--- src/rtl/stage_one_fetch.sv ---
`default_nettype none
// ============================================================================
//  Module      : stage_one_fetch
//  Description : Instruction-fetch stage. Owns the PC and issues word fetches
//                over a req/ready handshake. Delivers instruction + PC+4 to
//                decode through a registered IF/ID boundary with a one-entry
//                hold buffer. Applies decode's next-PC selection.
//                Optional return-address stack, enabled by the macro
//                FETCH_RAS_EN.
//  Revision    : 1.0 - initial release
// ============================================================================
module stage_one_fetch #(
    parameter logic [31:0] RESET_PC  = 32'h0000_0000,
    parameter int          RAS_DEPTH = 4
) (
    input  logic        clk,
    input  logic        rst,
    input  logic [2:0]  pc_src,
    input  logic        pc_write,
    input  logic        push,
    input  logic        pop,
    input  logic [31:0] jump_jpc,
    input  logic [31:0] branch_target,
    input  logic [31:0] reg_target,
    output logic        imem_req,
    output logic [31:0] imem_addr,
    input  logic        imem_ready,
    input  logic [31:0] imem_rdata,
    output logic [31:0] instruction,
    output logic [31:0] pc_plus4,
    output logic        valid,
    output logic        ras_overflow,
    output logic        ras_underflow
);

    typedef enum logic [1:0] {
        S_IDLE = 2'd0,
        S_REQ  = 2'd1,
        S_HOLD = 2'd2
    } state_t;

    state_t      state;
    state_t      state_next;
    logic [31:0] pc;
    logic [31:0] pc_next;
    logic [31:0] addr_next;
    logic        flush;
    logic        flush_next;
    logic [31:0] instr_next;
    logic [31:0] pc4_next;
    logic        valid_next;
    logic        hold_valid;
    logic        hold_valid_next;
    logic [31:0] hold_instr;
    logic [31:0] hold_instr_next;
    logic [31:0] hold_pc4;
    logic [31:0] hold_pc4_next;
    logic        start_req;

    logic        redirect_sel;
    logic        redirect;
    logic [31:0] target_raw;
    logic [31:0] target;
    logic        mem_done;
    logic        accept;
    logic        to_ifid;
    logic        to_hold;

`ifdef FETCH_RAS_EN
    localparam int PTR_W = (RAS_DEPTH > 1) ? $clog2(RAS_DEPTH) : 1;

    logic [31:0]      ras_mem [RAS_DEPTH];
    logic [PTR_W-1:0] ras_ptr;
    logic [PTR_W:0]   ras_cnt;
    logic [PTR_W-1:0] ras_top_idx;
    logic             ras_empty;
    logic             ras_full;
    logic             do_push;
    logic             do_pop;
    logic [31:0]      ras_top;

    assign do_push     = push & pc_write;
    assign do_pop      = pop & pc_write;
    assign ras_top_idx = ras_ptr - PTR_W'(1);
    assign ras_empty   = (ras_cnt == '0);
    assign ras_full    = (ras_cnt == (PTR_W + 1)'(RAS_DEPTH));
    // An empty stack sends a pop back to the reset vector.
    assign ras_top     = ras_empty ? RESET_PC : ras_mem[ras_top_idx];

    // Stack pointer, occupancy and sticky error flags.
    always_ff @(posedge clk or negedge rst) begin
        if (!rst) begin
            ras_ptr       <= '0;
            ras_cnt       <= '0;
            ras_overflow  <= 1'b0;
            ras_underflow <= 1'b0;
        end else if (do_push && do_pop) begin
            // Pop reads old top, push replaces it: occupancy unchanged.
            if (ras_empty) begin
                ras_underflow <= 1'b1;
            end
        end else if (do_push) begin
            ras_ptr <= ras_ptr + PTR_W'(1);
            if (ras_full) begin
                ras_overflow <= 1'b1;
            end else begin
                ras_cnt <= ras_cnt + (PTR_W + 1)'(1);
            end
        end else if (do_pop) begin
            if (ras_empty) begin
                ras_underflow <= 1'b1;
            end else begin
                ras_ptr <= ras_ptr - PTR_W'(1);
                ras_cnt <= ras_cnt - (PTR_W + 1)'(1);
            end
        end
    end

    // Stack storage; contents are only meaningful below the occupancy count.
    always_ff @(posedge clk) begin
        if (do_push && do_pop) begin
            ras_mem[ras_top_idx] <= pc_plus4;
        end else if (do_push) begin
            ras_mem[ras_ptr] <= pc_plus4;
        end
    end
`else
    logic unused_ras;
    assign unused_ras    = ^{push, pop, (RAS_DEPTH > 0)};
    assign ras_overflow  = 1'b0;
    assign ras_underflow = 1'b0;
`endif

    logic unused_bits;
    assign unused_bits = ^{jump_jpc[31:28], target_raw[1:0]};

    // Next-PC source decode; unsupported selects fall through to PC+4.
    always_comb begin
        redirect_sel = 1'b0;
        target_raw   = branch_target;
        case (pc_src)
            3'd1: begin
                redirect_sel = 1'b1;
                target_raw   = branch_target;
            end
            3'd2: begin
                redirect_sel = 1'b1;
                target_raw   = {pc_plus4[31:28], jump_jpc[27:0]};
            end
            3'd3: begin
                redirect_sel = 1'b1;
                target_raw   = reg_target;
            end
`ifdef FETCH_RAS_EN
            3'd4: begin
                redirect_sel = 1'b1;
                target_raw   = ras_top;
            end
`endif
            default: begin
                redirect_sel = 1'b0;
            end
        endcase
    end

    assign redirect = pc_write & redirect_sel;
    assign target   = {target_raw[31:2], 2'b00};

    // A response counts only while a request is actually outstanding.
    assign mem_done = imem_ready & (state == S_REQ);
    assign accept   = mem_done & ~flush & ~redirect;
    assign to_ifid  = accept & (~valid | pc_write);
    assign to_hold  = accept & valid & ~pc_write;
    assign imem_req = (state == S_REQ);

    // Next-state, PC, IF/ID and hold-buffer computation.
    always_comb begin
        state_next      = state;
        pc_next         = pc;
        addr_next       = imem_addr;
        flush_next      = flush;
        instr_next      = instruction;
        pc4_next        = pc_plus4;
        valid_next      = valid;
        hold_valid_next = hold_valid;
        hold_instr_next = hold_instr;
        hold_pc4_next   = hold_pc4;
        start_req       = 1'b0;

        if (redirect) begin
            pc_next = target;
        end else if (accept) begin
            pc_next = pc + 32'd4;
        end

        case (state)
            S_IDLE: begin
                state_next = S_REQ;
                start_req  = 1'b1;
            end
            S_REQ: begin
                if (mem_done) begin
                    flush_next = 1'b0;
                    if (to_hold) begin
                        state_next = S_HOLD;
                    end else begin
                        start_req = 1'b1;
                    end
                end else if (redirect) begin
                    // Request still in flight: its word must be discarded.
                    flush_next = 1'b1;
                end
            end
            S_HOLD: begin
                if (redirect || (pc_write && valid)) begin
                    state_next = S_REQ;
                    start_req  = 1'b1;
                end
            end
            default: begin
                state_next = S_IDLE;
            end
        endcase

        // The address of a new request is the PC it starts from; it then stays put.
        if (start_req) begin
            addr_next = pc_next;
        end

        if (redirect) begin
            valid_next      = 1'b0;
            hold_valid_next = 1'b0;
        end else begin
            if (pc_write && valid) begin
                if (hold_valid) begin
                    instr_next      = hold_instr;
                    pc4_next        = hold_pc4;
                    hold_valid_next = 1'b0;
                end else if (to_ifid) begin
                    instr_next = imem_rdata;
                    pc4_next   = imem_addr + 32'd4;
                end else begin
                    valid_next = 1'b0;
                end
            end else if (to_ifid) begin
                instr_next = imem_rdata;
                pc4_next   = imem_addr + 32'd4;
                valid_next = 1'b1;
            end
            if (to_hold) begin
                hold_valid_next = 1'b1;
                hold_instr_next = imem_rdata;
                hold_pc4_next   = imem_addr + 32'd4;
            end
        end
    end

    // State, PC, fetch address, IF/ID and hold-buffer registers.
    always_ff @(posedge clk or negedge rst) begin
        if (!rst) begin
            state       <= S_IDLE;
            pc          <= RESET_PC;
            imem_addr   <= RESET_PC;
            flush       <= 1'b0;
            instruction <= 32'h0000_0000;
            pc_plus4    <= 32'h0000_0000;
            valid       <= 1'b0;
            hold_valid  <= 1'b0;
            hold_instr  <= 32'h0000_0000;
            hold_pc4    <= 32'h0000_0000;
        end else begin
            state       <= state_next;
            pc          <= pc_next;
            imem_addr   <= addr_next;
            flush       <= flush_next;
            instruction <= instr_next;
            pc_plus4    <= pc4_next;
            valid       <= valid_next;
            hold_valid  <= hold_valid_next;
            hold_instr  <= hold_instr_next;
            hold_pc4    <= hold_pc4_next;
        end
    end

endmodule
`default_nettype wire

--- config.mk ---
export PLATFORM = sky130hd
export DESIGN_NAME = stage_one_fetch
export DESIGN_NICKNAME = d
export VERILOG_FILES = /design/src/rtl/stage_one_fetch.sv
export SDC_FILE = /design/constraint.sdc
export NUM_CORES = 1
export LEC_CHECK = 0
export CAP_MARGIN = 20
export CORE_MARGIN = 2
export CORE_UTILIZATION = 50
export DETAILED_ROUTE_END_ITERATION = 10
export GPL_TIMING_DRIVEN = 1
export PLACE_DENSITY = 0.81
export REMOVE_ABC_BUFFERS = 1
export SLEW_MARGIN = 25
export SYNTH_ARGS = -nofsm -noshare
export SYNTH_HDL_FRONTEND = slang
export SYNTH_SLANG_ARGS = --single-unit
--- constraint.sdc ---
create_clock -name clk -period 3 [get_ports clk]
set_input_delay 0.75 -clock clk [delete_from_list [all_inputs] [get_ports clk]]
set_output_delay 0.75 -clock clk [all_outputs]
set_load 0.05 [all_outputs]
==> results of run 1 <==
[cell families after synthesis]
kind of cell,count (synthesis),share of synthesized area [%]
XOR/XNOR,52,4.892
AND/OR/NAND/NOR,402,19.11
buffers and inverters,66,3.064
adder cells (fa/ha/maj),2,0.2688
AO/OA/AOI/OAI,217,13.95
flip-flops,197,52.96
multiplexers,51,5.712
other,1,0.04028
[sequential cells by signal, indices dropped and copies added, names as in the netlist]
name and cells:
pc 32, state 2, hold_valid 1, flush 1, hold_pc4 32, imem_addr 32, hold_instr 32, pc_plus4 32
instruction 32, valid 1
[path summary, 6_finish.rpt]
path | from | to
min | rst | pc[2]
max | state[0] | imem_req
min in group clk | hold_instr[14] | hold_instr[14]
max reg2reg | pc[2] | imem_addr[16]
max in group asynchronous | rst | hold_pc4[20]
min reg2reg | hold_instr[14] | hold_instr[14]
[per-stage QoR]
step                util, %  setup slack, ns  setup TNS [ns]  area, sq um  hold slack [ns]
detailed placement    66.28          0.08894               0        11990           0.4632
global placement      66.28          0.09837               0        11990           0.4571
floorplan                 -           -1.877         -105.06         9050           0.4445
finish                69.51           0.1577               0        12570           0.3066
global route          69.51          0.08941               0        12570           0.3379
CTS                   69.51           0.1561               0        12570           0.3227
[worst max-delay path: stages, from the launching register on]
cell and delay, ns:
dfrtp_1 0.46, inv_1 0.14, nor2_1 0.21, clkdlybuf4s50_1 0.85
[power by group through the flow]
| stage | clock, mW | sequential, mW | combinational (mW) |
|---|---|---|---|
| floorplan | 0 | 6.68 | 2.25 |
| global placement | 0 | 4.70 | 6.65 |
| detailed placement | 0 | 4.76 | 6.80 |
| CTS | 2.29 | 4.71 | 6.84 |
| global route | 2.39 | 4.88 | 7.28 |
| finish | 2.26 | 4.72 | 6.81 |
[area by class of cell]
type / instances / area (sq um)
multi-input combinational: 726 / 4115
timing repair buffer: 257 / 2634
sequential: 197 / 4930
clock buffer: 18 / 439.2
inverter: 6 / 22.52
fill: 1391 / 5514
tap: 229 / 286.5
clock inverter: 14 / 145.1
[routing by layer]
| layer | GRT usage, % | up-vias | wire length (um) |
|---|---|---|---|
| met4 | 8.772 | 0 | 538 |
| met3 | 4.205 | 38 | 1483 |
| met2 | 41.87 | 298 | 11900 |
| li1 | - | 3869 | - |
| met5 | 0 | - | 0 |
| met1 | 33.80 | 3855 | 10440 |
[placed cells by master, fill, tap and decap left out, drive strengths merged, types with 3 or more instances in the layout]
cell,synthesis,final
a221oi,6,6
nor4,4,4
inv,6,12
nor2,119,119
and2,7,7
o211ai,8,8
o22ai,57,57
xor2,35,35
mux2,14,14
clkinv,0,4
nor2b,3,3
o21ai,67,67
dfrtp,197,197
a21oi,45,45
buf,24,36
clkbuf,36,19
a211oi,15,15
nand3,20,20
and3,6,6
nand4,16,16
and4,6,6
a31oi,5,5
mux2i,37,37
or3,4,4
nor3,11,11
a22oi,7,7
nand2,199,199
clkdlybuf4s50,0,220
clkinvlp,0,3
xnor2,17,17
==> impl_results.md, run 1 <==
- P_leak: 5.439 nW
- DP Cell Count: 1415
- Clock slew at reported path FFs: 0.07 ns
- Final setup vio count: 0
- Clock Skew: 0.01070 ns
- Cells after Synth: 988
- Starting Density: 51.47%
- R2R setup slack: 0.72 ns
- Antenna-violating nets left: 0
- N_diodes: 0
- Critical path class: flip-flop to output pin
- Std cell rows: 49
- Antenna violations before repair: 0
- Cts repair resizes: 0
- RSZ-0062 raised after global routing: false
- Largest net degree at the start of global routing: 91
- Worst Hold Class: input port to asynchronous set/reset pin
- CP Launch Type: flip-flop
- Clock sink total: 197
- Max frequency: 351.8 MHz
- Total power: 13.79 mW
- Int Power: 7.417 mW
- Syn avg cell area: 9.422 sq um
- Area fraction of the dominant cell type after synthesis: 52.96%
- Count leader, synth: nand2_1
- Clk_lat worst skew: 0.43 ns
- Worst rel slew slack: 59.13%
- Crit end category: output pin
- Root Buffer: clkbuf_16
- Peak VDD IR: 483.1 uV
- Area Overhead vs Synth: 35.05%
- Post-synth EDFFs: 0
- NetSw: 6.371 mW
- Vias per cell: 5.570
- Die area: 0.01972 sq mm
- Clk buf depth: 2
- Dpl hpwl: 17260 um
- Final wirelength: 24360 um
- Fin cells: 1447
- Path depth of the worst reg2reg path: 7
- Drt wl/cell: 16.83 um
- CTS tree: done
- Top post-synthesis cells by count: nand2_1 (198), dfrtp_1 (197), nor2_1 (118)
- Largest area contributor in the netlist: dfrtp_1
- Initial DRC Count: 494
- First-pass DRT Iterations: 5
- Unique masters post-synth: 52
- Number of buffers inserted by post-CTS setup repair: 0
- Sw Share: 46.21%
- Fin crit period: 2.842 ns
- Sequential share of the synthesized area: 52.96%
- #FFs+latches synth: 197
- Top Ports: 237
- # DRC: 0
- Synth Flop Type: dfrtp_1
- Comb power frac: 49.4%
- Final worst path period share: 94.74%
- CTS Buf Count: 17
- Synth area leaders: dfrtp_1 (53%), nand2_1 (8.0%), nor2_1 (4.8%)
- Share of cells above drive strength 1: 8.292%
- Core area: 0.01809 sq mm
- Hold buffers post-CTS: 0
- Hold Vio Cnt, Final: 0
- Max Cap Viol: 0
- Register share of total power: 34.2%
- Gr ovfl total: 0
- Synth warn: 0
- Clock share of power: 16.4%
- Total Routing Usage GR: 25.23%
- GP Congestion: 0.8474
- Final #Nets: 1344
- Port Buffer Count: 222
- Die Y: 140.4 um
- Max Slew Vio Count: 0
- Mapped Area: 0.009309 sq mm
- First-pass GRT wire length: 40070 um
- Worst EP arrival: 2.09 ns
- H-tree lvl count: 4
- Status: finished, final reports clean
- Vias in the first global route: 8048
- Req. time, crit path: 2.25 ns
- Pwr dens: 1097 mW/mm^2
- CP max FO: 5
- Slew at the pin closest to its max-slew limit: 0.6108 ns
- Die width: 140.4 um
- Async SR Flop Fraction: 100.0%
- Vias: 8060
Note: power is estimated with default switching activity, not from simulation.
==> run 2, diff against run 1 <==
--- a/config.mk
+++ b/config.mk
@@ -12,6 +12,8 @@
 export GPL_TIMING_DRIVEN = 1
 export PLACE_DENSITY = 0.81
 export REMOVE_ABC_BUFFERS = 1
+export SETUP_SLACK_MARGIN = 0.15
+export SKIP_LAST_GASP = 1
 export SLEW_MARGIN = 25
 export SYNTH_ARGS = -nofsm -noshare
 export SYNTH_HDL_FRONTEND = slang
==> run 2 against run 1 <==
Effect of this change: non-clock buffer count did not move; utilization is essentially flat; register-to-register slack about the same; first-iteration DRC count is 9.5% higher; wire length rose by 0.21%; via count rose by 0.33%; final cell count stayed put; largest cell class unchanged; highest routed layer unchanged.
==> impl_results.md, run 2 (same netlist as run 1, synthesis figures left out) <==
- Total power: 13.80 mW
- Std cell rows: 49
- Vias: 8087
- Worst rel slew slack: 59.06%
- Peak VDD IR: 483.4 uV
- Req. time, crit path: 2.25 ns
- Max frequency: 389.6 MHz
- Worst Hold Class: input port to asynchronous set/reset pin
- Final wirelength: 24410 um
- Area Overhead vs Synth: 35.08%
- Final worst path period share: 85.55%
- Vias in the first global route: 8048
- Dpl hpwl: 17260 um
- Commonest non-fill, non-tap cells in the layout: clkdlybuf4s50_1 (219), nand2_1 (197), dfrtp_1 (197)
- Final setup vio count: 0
- Initial DRC Count: 541
- Worst EP arrival: 1.82 ns
- Total Routing Usage GR: 25.23%
- Status: finished, final reports clean
- Clk_lat worst skew: 0.43 ns
- Slowest CP cell: clkdlybuf4s50_1
- Fin cells: 1447
- P_leak: 5.443 nW
- CTS tree: done
- CTS Buf Count: 17
- Largest net degree at the start of global routing: 91
- N_diodes: 0
- Pwr dens: 1097 mW/mm^2
- Clock slew at reported path FFs: 0.07 ns
- Gr ovfl total: 0
- Core area: 0.01809 sq mm
- Starting Density: 51.47%
- RSZ-0062 raised after global routing: false
- Clock sink total: 197
- Antenna-violating nets left: 0
- CP max FO: 8
- Max Slew Vio Count: 0
- DP Cell Count: 1415
- CP Launch Type: flip-flop
- Family with the most delay on the worst path: buffers and inverters
- Slew at the pin closest to its max-slew limit: 0.6119 ns
- # DRC: 0
- Max Cap Viol: 0
- CP Cell Sequence: clkdlybuf4s50_1
- Commonest non-fill, non-tap cell in the layout: clkdlybuf4s50_1
- Die area: 0.01972 sq mm
- Antenna violations before repair: 0
- GP Congestion: 0.8474
- Crit end category: output pin
- Final #Nets: 1344
- Final WS setup: 0.4334 ns
- H-tree lvl count: 4
- Clk buf depth: 2
- Fin crit period: 2.567 ns
- Port Buffer Count: 222
- Crit-path max cell delay: 0.87 ns
- Worst slack, placed: 0.08894 ns
- Number of buffers inserted by post-CTS setup repair: 0
- Critical path class: flip-flop to output pin
- Fin Hold WS: 0.2980 ns
- First-pass DRT Iterations: 5
- Die width: 140.4 um
- Top Ports: 237
- Clock Skew: 0.008513 ns
- Drt wl/cell: 16.87 um
- Buf/Inv on CP: 1
- First-pass GRT wire length: 40070 um
- Root Buffer: clkbuf_16
- Share of cells above drive strength 1: 8.292%
- Die Y: 140.4 um
- Fill count: 1390
- Hold Vio Cnt, Final: 0
- Vias per cell: 5.589
- Setup_tns: 0 ns
[run 2: final timing paths]
kind                                 from              to  slack (ns)  cells after the start
max in group asynchronous             rst    hold_pc4[20]        1.94                      2
max                         imem_addr[12]   imem_addr[12]        0.43                      1
min                                   rst           pc[2]        0.30                      1
max reg2reg                         pc[2]   imem_addr[16]        0.72                      7
min in group clk           hold_instr[14]  hold_instr[14]        0.48                      2
min reg2reg                hold_instr[14]  hold_instr[14]        0.48                      2
[run 2: through the flow]
step | cell area (sq um) | util [%]
after global placement | 11990 | 66.28
after detailed placement | 11990 | 66.28
after global routing | 12570 | 69.53
after CTS | 12570 | 69.51
after floorplan | 9050 | -
final | 12570 | 69.53
[run 2: final cells by class]
class	instances	area, sq um	area share (%)
Timing Repair Buffer	257	2636	20.97
Inverter	6	22.52	0.1791
Sequential cell	197	4930	39.20
Clock inverter	14	145.1	1.154
Tap cell	229	286.5	2.279
Clock buffer	18	439.2	3.493
Multi-Input combinational cell	726	4115	32.73
[run 2: report_power, final]
| part | total (mW) | leakage, nW | switching [mW] | internal, mW |
|---|---|---|---|---|
| Combinational | 6.81 | 2.82 | 4.38 | 2.43 |
| Sequential | 4.72 | 2.34 | 0.933 | 3.79 |
| Clock | 2.26 | 0.278 | 1.06 | 1.20 |
| Total | 13.8 | 5.44 | 6.38 | 7.42 |
[run 2: timing repair]
action	CTS	global route
hold buffers	0	0
endpoints found under the setup margin	0	1
resized for setup	0	1
[run 2: layer usage]
metal,share of wire (%),GRT usage (%),vias up
li1,-,-,3866
met1,43,33.80,3895
met2,49,41.87,286
met3,5.7,4.205,40
met4,2.4,8.772,0
met5,0,0,-
==> run 3, diff against run 2 <==
--- a/config.mk
+++ b/config.mk
@@ -8,11 +8,13 @@
 export CAP_MARGIN = 20
 export CORE_MARGIN = 2
 export CORE_UTILIZATION = 50
+export CTS_CLUSTER_DIAMETER = 60
 export DETAILED_ROUTE_END_ITERATION = 10
 export GPL_TIMING_DRIVEN = 1
+export HOLD_SLACK_MARGIN = 0.12
 export PLACE_DENSITY = 0.81
 export REMOVE_ABC_BUFFERS = 1
-export SETUP_SLACK_MARGIN = 0.15
+export SETUP_SLACK_MARGIN = 0.3
 export SKIP_LAST_GASP = 1
 export SLEW_MARGIN = 25
 export SYNTH_ARGS = -nofsm -noshare
==> run 3 against run 2 <==
Effect of this change: hold slack improved by 0.0089 ns; non-clock buffer count stayed put; wire length decreased by 0.18%; critical path depth unchanged; first-iteration DRC count down 8.7%; sequential cell count is the same; clock-buffer cell count is the same; sequential power is essentially flat; critical path type unchanged.
==> impl_results.md, run 3 (same netlist as run 1, synthesis figures left out) <==
- Status: finished, final reports clean
- Family with the most delay on the worst path: buffers and inverters
- Register share of total power: 34.2%
- P_leak: 5.438 nW
- Crit end category: output pin
- Die Y: 140.4 um
- Share of cells above drive strength 1: 8.292%
- Vias: 8065
- Antenna violations before repair: 0
- Clock share of power: 16.4%
- Dpl hpwl: 17260 um
- Clk_lat worst skew: 0.43 ns
- Final worst path period share: 85.58%
- Req. time, crit path: 2.25 ns
- NetSw: 6.371 mW
- Commonest non-fill, non-tap cell in the layout: clkdlybuf4s50_1
- Buf/Inv on CP: 1
- Worst Hold Class: input port to asynchronous set/reset pin
- Std cell rows: 49
- Commonest non-fill, non-tap cells in the layout: clkdlybuf4s50_1 (219), nand2_1 (197), dfrtp_1 (197)
- First-pass DRT Iterations: 5
- Root Buffer: clkbuf_16
- Final #Nets: 1344
- Starting Density: 51.47%
- Pwr dens: 1096 mW/mm^2
- Slowest CP cell: clkdlybuf4s50_1
- H-tree lvl count: 4
- Crit-path max cell delay: 0.88 ns
- CP Launch Type: flip-flop
- # DRC: 0
- Max frequency: 389.5 MHz
- Clock Skew: 0.01059 ns
- N_diodes: 0
- CP Cell Sequence: clkdlybuf4s50_1
- Worst EP arrival: 1.82 ns
- RSZ-0062 raised after global routing: false
- Max Slew Vio Count: 0
- First-pass GRT wire length: 40070 um
- Clk buf depth: 2
- R2R setup slack: 0.73 ns
- Vias in the first global route: 8048
- Drt wl/cell: 16.84 um
- Largest net degree at the start of global routing: 91
- Port Buffer Count: 222
- Int Power: 7.409 mW
- Clock slew at reported path FFs: 0.07 ns
- Hold Vio Cnt, Final: 0
- Number of buffers inserted by post-CTS setup repair: 0
- Die width: 140.4 um
- GP Congestion: 0.8474
- Setup_tns: 0 ns
- Path depth of the worst reg2reg path: 7
- Area Overhead vs Synth: 35.04%
- Clock sink total: 197
- CP max FO: 10
- Top Ports: 237
- Initial DRC Count: 494
- CTS Buf Count: 17
- Max Cap Viol: 0
- Fill count: 1392
- Antenna-violating nets left: 0
- Fin Hold WS: 0.3069 ns
- Fin crit period: 2.567 ns
- Comb power frac: 49.4%
- CTS tree: done
- Final wirelength: 24360 um
- Vias per cell: 5.574
- Worst rel slew slack: 59.13%
- Sw Share: 46.23%
- Total Routing Usage GR: 25.23%
- Slew at the pin closest to its max-slew limit: 0.6108 ns
- Final setup vio count: 0
- Core area: 0.01809 sq mm
- Levels on crit path: 1
- Critical path class: flip-flop to output pin
- Peak VDD IR: 483.1 uV
- Gr ovfl total: 0
- Die area: 0.01972 sq mm
[run 3: cell count changes in the layout (fill, tap and decap cells not counted), sizes merged]
cell          previous run  this run
dlygate4sd2              0         1
dlymetal6s2s             1         0
[run 3: repair_timing]
item                       4_1_cts  5_1_grt
setup endpoints to repair        1        0
hold buffers                     0        0
gates resized for setup          1        0
[run 3: area by class of cell]
cell class | count | area (sq um) | area share [%]
flip-flops and latches | 197 | 4930 | 39.22
clock inverters | 14 | 145.1 | 1.155
clock buffers | 18 | 439.2 | 3.494
repair buffers | 257 | 2633 | 20.94
well taps | 229 | 286.5 | 2.279
multi-input cells | 726 | 4115 | 32.74
inverters | 6 | 22.52 | 0.1792
[run 3: stage by stage]
| stage | total power, mW | instances | cell area, sq um | setup WS [ns] | utilization [%] |
|---|---|---|---|---|---|
| final | 13.78 | 1447 | 12570 | 0.4326 | 69.51 |
| after global routing | 14.54 | 1447 | 12570 | 0.3610 | 69.51 |
| after CTS | 13.83 | 1447 | 12570 | 0.4155 | 69.51 |
| after detailed placement | 11.56 | 1415 | 11990 | 0.08894 | 66.28 |
| after global placement | 11.36 | 1415 | 11990 | 0.09837 | 66.28 |
| after floorplan | 8.923 | 929 | 9050 | -1.877 | - |
[run 3: path summary, 6_finish.rpt]
path | startpoint | endpoint
min in group clk | hold_instr[14] | hold_instr[14]
worst min-delay path | rst | pc[2]
worst min register to register | hold_instr[14] | hold_instr[14]
worst max register to register | pc[2] | imem_addr[16]
worst max-delay path | valid | valid
max in group asynchronous | rst | hold_pc4[20]
[run 3: power groups by stage]
stage / logic [mW] / registers, mW / clock network (mW)
after floorplan: 2.25 / 6.68 / 0
after global placement: 6.65 / 4.70 / 0
after detailed placement: 6.80 / 4.76 / 0
after CTS: 6.83 / 4.71 / 2.29
after global routing: 7.27 / 4.88 / 2.39
final: 6.81 / 4.72 / 2.26
[run 3: metal layers]
metal	wire (um)	part of all wire (%)	GRT usage, %
met5	0	0	0
met4	535	2.2	8.772
met2	11910	49	41.87
met3	1498	6.1	4.205
met1	10420	43	33.80
